**config.mk**
```make
export PLATFORM = sky130hd
export DESIGN_NAME = c4_move_scheduler
export DESIGN_NICKNAME = d
export VERILOG_FILES = /design/src/rtl/c4_pkg.sv /design/src/rtl/c4_btn_conditioner.sv /design/src/rtl/c4_move_scheduler.sv
export SDC_FILE = /design/constraint.sdc
export NUM_CORES = 1
export LEC_CHECK = 0
export ABC_AREA = 1
export CAP_MARGIN = 30
export CORE_ASPECT_RATIO = 1.4
export CORE_MARGIN = 1
export CORE_UTILIZATION = 30
export DETAILED_ROUTE_END_ITERATION = 8
export DONT_BUFFER_PORTS = 1
export GPL_TIMING_DRIVEN = 0
export PLACE_DENSITY = 0.42
export SLEW_MARGIN = 20
export SYNTH_ARGS = -nofsm -noshare
export SYNTH_HDL_FRONTEND = slang
export SYNTH_SLANG_ARGS = --single-unit
```
**constraint.sdc**
```tcl
create_clock -name clk_25MHz -period 1.5 [get_ports clk_25MHz]
set_input_delay 0.225 -clock clk_25MHz [delete_from_list [all_inputs] [get_ports clk_25MHz]]
set_output_delay 0.225 -clock clk_25MHz [all_outputs]
set_load 0.02 [all_outputs]
```
**src/rtl/c4_pkg.sv**
```systemverilog
// ----------------------------------------------------------------------------
// c4_pkg
//  Shared definitions for the Connect Four front end.
//  - VGA timing constants used by the top level and the move scheduler.
//  - State enum for the move scheduler FSM.
//  - Command vector type {drop, left, right} plus helpers that decide which
//    command to issue from a set of pending requests.
// ----------------------------------------------------------------------------
package c4_pkg;

  localparam int H_ACTIVE = 640;
  localparam int V_ACTIVE = 480;
  localparam int V_TOTAL  = 525;

  typedef enum logic {
    IDLE,
    ISSUE
  } state_t;

  // Bit order matches the external pending port: {drop, left, right}.
  typedef struct packed {
    logic drop;
    logic left;
    logic right;
  } cmd_t;

  // Command to pulse for a given pending set. Drop wins; left and right
  // together cancel each other and produce nothing.
  function automatic cmd_t issue_cmd(input cmd_t p);
    cmd_t c;
    c = '0;
    if (p.drop)                  c.drop  = 1'b1;
    else if (p.left && !p.right) c.left  = 1'b1;
    else if (p.right && !p.left) c.right = 1'b1;
    return c;
  endfunction

  // Pending bits consumed by an issue slot. Identical to the issued command,
  // except a left/right conflict consumes both requests.
  function automatic cmd_t clear_cmd(input cmd_t p);
    cmd_t c;
    c = issue_cmd(p);
    if (!p.drop && p.left && p.right) begin
      c.left  = 1'b1;
      c.right = 1'b1;
    end
    return c;
  endfunction

endpackage

```
**src/rtl/c4_btn_conditioner.sv**
```systemverilog
// ----------------------------------------------------------------------------
// c4_btn_conditioner
//  One raw push button -> one-cycle press pulse.
//  2-FF synchronizer, then a debouncer that only accepts a new level after it
//  has differed from the accepted level for DEBOUNCE_CYCLES consecutive
//  cycles, then rising-edge detect on the accepted level.
// Ports
//  clk    in  1  system clock
//  rst_n  in  1  synchronous active-low reset
//  btn    in  1  raw asynchronous button, active-high
//  press  out 1  registered one-cycle pulse when the debounced level rises
// ----------------------------------------------------------------------------
module c4_btn_conditioner #(
  parameter int DEBOUNCE_CYCLES = 250000
) (
  input  logic clk,
  input  logic rst_n,
  input  logic btn,
  output logic press
);

  localparam int CNT_W = (DEBOUNCE_CYCLES > 1) ? $clog2(DEBOUNCE_CYCLES) : 1;
  localparam logic [CNT_W-1:0] CNT_LAST = CNT_W'(DEBOUNCE_CYCLES - 1);

  logic [1:0]       sync_q;
  logic             deb_q;
  logic [CNT_W-1:0] cnt_q;

  // NOTE: all state updates use non-blocking assignments so every flop samples
  // the pre-edge value of its neighbours; a blocking '=' here would collapse
  // the two synchronizer stages into one.
  always_ff @(posedge clk) begin
    if (!rst_n) begin
      sync_q <= '0;
      deb_q  <= 1'b0;
      cnt_q  <= '0;
      press  <= 1'b0;
    end else begin
      sync_q <= {sync_q[0], btn};
      press  <= 1'b0;
      if (sync_q[1] != deb_q) begin
        if (cnt_q == CNT_LAST) begin
          deb_q <= sync_q[1];
          cnt_q <= '0;
          // Accepting a new high level is the press edge; releases give none.
          press <= sync_q[1];
        end else begin
          cnt_q <= cnt_q + 1'b1;
        end
      end else begin
        // Any bounce back to the accepted level restarts the qualification.
        cnt_q <= '0;
      end
    end
  end

endmodule

```
**src/rtl/c4_move_scheduler.sv**
```systemverilog
// ----------------------------------------------------------------------------
// c4_move_scheduler
//  Conditions the three player buttons and turns presses into sticky pending
//  requests, then issues at most one command pulse per video frame, in the
//  cycle right after vertical blanking starts, so the board never changes
//  during scan-out. After a drop no command is issued for DROP_HOLDOFF frames.
// Ports
//  clk_25MHz   in  1   pixel/system clock
//  rst_n       in  1   synchronous active-low reset
//  btn_right   in  1   raw button, asynchronous, active-high
//  btn_left    in  1   raw button, asynchronous, active-high
//  btn_drop    in  1   raw button, asynchronous, active-high
//  v_count     in  10  line counter from vga_controller
//  game_over   in  1   blocks and flushes all requests while high
//  move_right  out 1   one-cycle command pulse
//  move_left   out 1   one-cycle command pulse
//  drop_piece  out 1   one-cycle command pulse
//  pending     out 3   {drop,left,right} requests not yet issued
// ----------------------------------------------------------------------------
module c4_move_scheduler #(
  parameter int DEBOUNCE_CYCLES = 250000,
  parameter int DROP_HOLDOFF    = 2,
  parameter int V_ACTIVE        = c4_pkg::V_ACTIVE
) (
  input  logic       clk_25MHz,
  input  logic       rst_n,
  input  logic       btn_right,
  input  logic       btn_left,
  input  logic       btn_drop,
  input  logic [9:0] v_count,
  input  logic       game_over,
  output logic       move_right,
  output logic       move_left,
  output logic       drop_piece,
  output logic [2:0] pending
);

  import c4_pkg::*;

  localparam int HOLD_W = (DROP_HOLDOFF > 0) ? $clog2(DROP_HOLDOFF + 1) : 1;

  logic press_right, press_left, press_drop;
  cmd_t press;

  c4_btn_conditioner #(.DEBOUNCE_CYCLES(DEBOUNCE_CYCLES)) u_cond_right (
    .clk   (clk_25MHz),
    .rst_n (rst_n),
    .btn   (btn_right),
    .press (press_right)
  );

  c4_btn_conditioner #(.DEBOUNCE_CYCLES(DEBOUNCE_CYCLES)) u_cond_left (
    .clk   (clk_25MHz),
    .rst_n (rst_n),
    .btn   (btn_left),
    .press (press_left)
  );

  c4_btn_conditioner #(.DEBOUNCE_CYCLES(DEBOUNCE_CYCLES)) u_cond_drop (
    .clk   (clk_25MHz),
    .rst_n (rst_n),
    .btn   (btn_drop),
    .press (press_drop)
  );

  assign press = {press_drop, press_left, press_right};

  state_t            state;
  cmd_t              pend_q;
  cmd_t              clear_q;
  logic [HOLD_W-1:0] holdoff_q;
  logic [9:0]        v_prev_q;
  logic              vblank_start;
  cmd_t              next_issue;
  cmd_t              next_clear;

  // Single-cycle strobe on the first cycle of the blanking line.
  assign vblank_start = (v_count == 10'(V_ACTIVE)) && (v_prev_q != 10'(V_ACTIVE));

  assign next_issue = issue_cmd(pend_q);
  assign next_clear = clear_cmd(pend_q);

  assign pending = pend_q;

  // NOTE: reset is synchronous, so it only takes effect on a clock edge; every
  // register in this block is cleared there, including the hold-off count, so
  // a reset during a hold-off leaves nothing blocking the next command.
  always_ff @(posedge clk_25MHz) begin
    if (!rst_n) begin
      state      <= IDLE;
      pend_q     <= '0;
      clear_q    <= '0;
      holdoff_q  <= '0;
      v_prev_q   <= '0;
      move_right <= 1'b0;
      move_left  <= 1'b0;
      drop_piece <= 1'b0;
    end else begin
      v_prev_q   <= v_count;
      move_right <= 1'b0;
      move_left  <= 1'b0;
      drop_piece <= 1'b0;

      case (state)
        IDLE: begin
          if (vblank_start) begin
            if ((pend_q != '0) && (holdoff_q == '0) && !game_over) begin
              // The command is chosen here and registered, so its pulse is
              // high exactly during the ISSUE cycle.
              move_right <= next_issue.right;
              move_left  <= next_issue.left;
              drop_piece <= next_issue.drop;
              clear_q    <= next_clear;
              state      <= ISSUE;
            end else if (holdoff_q != '0) begin
              holdoff_q <= holdoff_q - 1'b1;
            end
          end
        end
        ISSUE: begin
          if (clear_q.drop) holdoff_q <= HOLD_W'(DROP_HOLDOFF);
          state <= IDLE;
        end
        default: state <= IDLE;
      endcase

      // Pending requests: consumed bits clear at the end of ISSUE, but a new
      // press of the same button in that cycle wins and stays queued.
      if (game_over) begin
        pend_q <= '0;
      end else if (state == ISSUE) begin
        pend_q <= (pend_q & ~clear_q) | press;
      end else begin
        pend_q <= pend_q | press;
      end
    end
  end

endmodule
```
==> reports/summary.json <==
{
  "route": {
    "route.detailed.drc": 0,
    "routedWlPerCell_um": 11.09,
    "firstDrtPassIters": 4,
    "detail-route-antenna-nets": 0,
    "detail_route.vias_per_cell": 4.409,
    "postRouteWirelength_um": 8946,
    "detailedRoute.firstIterationViolations": 152,
    "vias": 3558
  },
  "grt": {
    "initial_antenna_violation_count": 0,
    "grt-ovfl-total": 0,
    "grt_util_met1_pct": 16.47,
    "first_global_vias": 3400,
    "gr-usage-met2_pct": 23.97,
    "grt_first_pass_wirelength_um": 15410,
    "grtUsageTotal_pct": 13.86,
    "use_met3_pct": 2.695,
    "grt_max_degree": 16,
    "grt.busiest_layer": "met2"
  },
  "synth": {
    "synth.ff_latch_count": 88,
    "synthDistinctLibCells": 32,
    "synth_area_per_cell_um2": 7.026,
    "synth_enable_flop_cells": 0,
    "postSynthNetCount": 605,
    "yosysWarningCount": 0,
    "post_synth_instance_area_um2": 4110,
    "asyncSetResetFlopFracSynth_pct": 0,
    "seq_area_frac_synth_pct": 42.86,
    "synthesis.instances": 585,
    "synth_flop_cell": "sky130_fd_sc_hd__dfxtp_1"
  },
  "setup_path": {
    "worst-path-max-fanout": 10,
    "timing_worst_setup_path_type": "reg -> reg",
    "crit_end_category": "flip-flop",
    "cp-startpoint": "u_cond_right.cnt_q[0]$_SDFF_PP0_",
    "start_kind": "flip-flop",
    "data_arrival_critical_path_ns": 1.62,
    "r2r_start": "u_cond_right.cnt_q[0]$_SDFF_PP0_",
    "cp.required_ns": 1.72
  },
  "min_path": {
    "hold_path_startpoint": "rst_n",
    "min_path_type": "in -> reg"
  },
  "floorplanning": {
    "core_area_um2": 13390,
    "die_area_um2": 14180,
    "die_x_um": 100.9,
    "placement_rows": 50,
    "die_h_um": 140.5,
    "start_util_pct": 30.70,
    "ios": 22
  },
  "cells_and_area": {
    "multi_input_area_um2": 2028,
    "final_nets": 640,
    "final_cell_count_no_fill": 807,
    "most-common-layout-cells": "sky130_fd_sc_hd__nand2_1, sky130_fd_sc_hd__nor2_1, sky130_fd_sc_hd__inv_1, sky130_fd_sc_hd__dfxtp_1, sky130_fd_sc_hd__nand3_1",
    "n_fill_cell": 1478,
    "most_common_cell_after_layout_fill_and_taps_aside": "sky130_fd_sc_hd__nand2_1",
    "postLayoutCellArea_um2": 4962,
    "insertedDiodeCount": 0,
    "layout-area-overhead-vs-synth_pct": 20.73,
    "layout-drive-gt1-share_pct": 12.48,
    "seq_area_um2": 1774
  },
  "sta": {
    "clock.fmax_mhz": 715.8,
    "timing.final.max_slew_violations": 0,
    "final.period_utilization_pct": 93.14,
    "timing_worst_slew_pin_value_ns": 0.4597,
    "timing.slew.headroom_pct": 69.35,
    "final_worst_path_period_need_ns": 1.397,
    "grt_setup_unrepaired": "no",
    "setup_viol": 0,
    "hold_viol_final": 0,
    "final.setup.worst_slack_ns": 0.1030,
    "finalClockSkew_ns": 0.008812
  },
  "cts": {
    "clk_latency_ns": 0.34,
    "clock_sinks": 88,
    "cts_max_level": 3,
    "numCtsBuffers": 9,
    "cts-root-to-sink-buffers": 2,
    "cts-root-buf": "sky130_fd_sc_hd__clkbuf_16",
    "cts_tree": "yes",
    "cts.reportedPaths.clkPinSlew_ns": 0.06
  },
  "status": {
    "outcome": "finished, final reports clean"
  },
  "pwr": {
    "finalPower_mw": 4.915,
    "power_density_nw_per_um2": 990.4,
    "reported_leakage_power_nw": 1.817,
    "peakVddDrop_uv": 365.6
  },
  "placement": {
    "rd_place_congestion": 0.7952,
    "io_buffer_count": 0,
    "post_dp_cell_area_um2": 4338,
    "placed_cells": 767,
    "detailed_place_hpwl_um": 6590,
    "pre_cts_ws_ns": -0.1661
  },
  "job": {
    "timing.max_cap.violations": 0
  }
}
critical path, stage by stage (launching register included):
cell and delay (ns):
sky130_fd_sc_hd__dfxtp_4 0.36, sky130_fd_sc_hd__ha_1 0.16, sky130_fd_sc_hd__nand2_1 0.07, sky130_fd_sc_hd__inv_2 0.07, sky130_fd_sc_hd__nand2_4 0.07, sky130_fd_sc_hd__nor2_4 0.13
sky130_fd_sc_hd__nand3_2 0.12, sky130_fd_sc_hd__nand2_4 0.11, sky130_fd_sc_hd__buf_8 0.14, sky130_fd_sc_hd__a21oi_1 0.04
final timing paths:
| check | endpoint | slack (ns) | cells after the start |
|---|---|---|---|
| setup / recovery | u_cond_right.cnt_q[16]$_SDFF_PP0_ | 0.10 | 9 |
| hold / removal | u_cond_drop.press$_SDFF_PN0_ | 0.04 | 2 |
| setup reg to reg | u_cond_right.cnt_q[16]$_SDFF_PP0_ | 0.10 | 9 |
| hold reg to reg | u_cond_drop.sync_q[1]$_SDFF_PN0_ | 0.42 | 2 |
area by class of cell:
cell class                 count  share of cell area [%]
buffer                         7                   1.261
clock buffer                  10                   4.614
clock inverter                 6                   1.891
inverter                      88                   6.657
multi-input combinational    402                   40.87
sequential                    88                   35.75
tap                          182                   4.589
timing repair buffer          24                   4.362
synthesized netlist by cell type, types with 2 or more instances:
library cell	instances	area [um2]
sky130_fd_sc_hd__or2_2	3	18.77
sky130_fd_sc_hd__nand3_1	43	215.2
sky130_fd_sc_hd__nor2_1	105	394.1
sky130_fd_sc_hd__xor2_1	18	157.7
sky130_fd_sc_hd__inv_2	4	15.01
sky130_fd_sc_hd__nand3_2	5	50.05
sky130_fd_sc_hd__nand3b_1	3	22.52
sky130_fd_sc_hd__ha_1	4	50.05
sky130_fd_sc_hd__nor3_1	10	50.05
sky130_fd_sc_hd__nand2_1	124	465.5
sky130_fd_sc_hd__o21ai_0	5	25.02
sky130_fd_sc_hd__nand4_1	20	125.1
sky130_fd_sc_hd__nand2_4	3	33.78
sky130_fd_sc_hd__buf_6	3	33.78
sky130_fd_sc_hd__dfxtp_1	88	1762
sky130_fd_sc_hd__nor2_2	6	37.54
sky130_fd_sc_hd__a21oi_1	32	160.2
sky130_fd_sc_hd__or2_0	4	25.02
sky130_fd_sc_hd__nand2_2	7	43.79
sky130_fd_sc_hd__buf_2	2	10.01
sky130_fd_sc_hd__inv_1	84	315.3
sky130_fd_sc_hd__nor2_4	2	22.52
registers in the layout, indices dropped and copies added, names as in the netlist:
name / cells
u_cond_drop.cnt_q: 18
u_cond_left.cnt_q: 18
u_cond_right.cnt_q: 18
v_prev_q: 10
clear_q: 3
pending: 3
holdoff_q: 2
u_cond_drop.sync_q: 2
u_cond_left.sync_q: 2
u_cond_right.sync_q: 2
drop_piece: 1
move_left: 1
move_right: 1
state: 1
u_cond_drop.deb_q: 1
u_cond_drop.press: 1
u_cond_left.deb_q: 1
u_cond_left.press: 1
u_cond_right.deb_q: 1
u_cond_right.press: 1
cell families after synthesis:
family	share of synthesized area, %
simple gates	37.72
buf+inv	9.376
compound gates	4.779
xor+xnor	4.049
fa+ha+maj	1.218
flops	42.86
layer usage:
metal	wire length (um)	vias up
met1	4152	1604
met2	4477	32
met4	146	0
li1	-	1911
met5	0	-
met3	169	11
where the power goes:
part / total, mW / leakage [nW] / switching (mW) / internal, mW
Combinational: 0.128 / 0.948 / 0.0662 / 0.0616
Sequential: 2.37 / 0.716 / 0.0123 / 2.36
Clock: 2.42 / 0.153 / 0.948 / 1.47
metrics by stage:
step	hold WS [ns]	setup TNS (ns)	util (%)
after global placement	0.3266	-3.900	32.40
after floorplan	0.3226	0	-
after detailed placement	0.3271	-4.360	32.40
after CTS	0.02686	0	36.39
final	0.04236	0	37.07
after global routing	0.04093	0	37.07
what timing repair did:
action,in CTS,in global routing
hold endpoints to repair,13,0
pin swaps,3,6
gates resized for setup,8,18
hold buffers,13,0
endpoints found under the setup margin,38,54
buffers inserted,7,4
No activity file was read; power rests on OpenSTA's default activity.
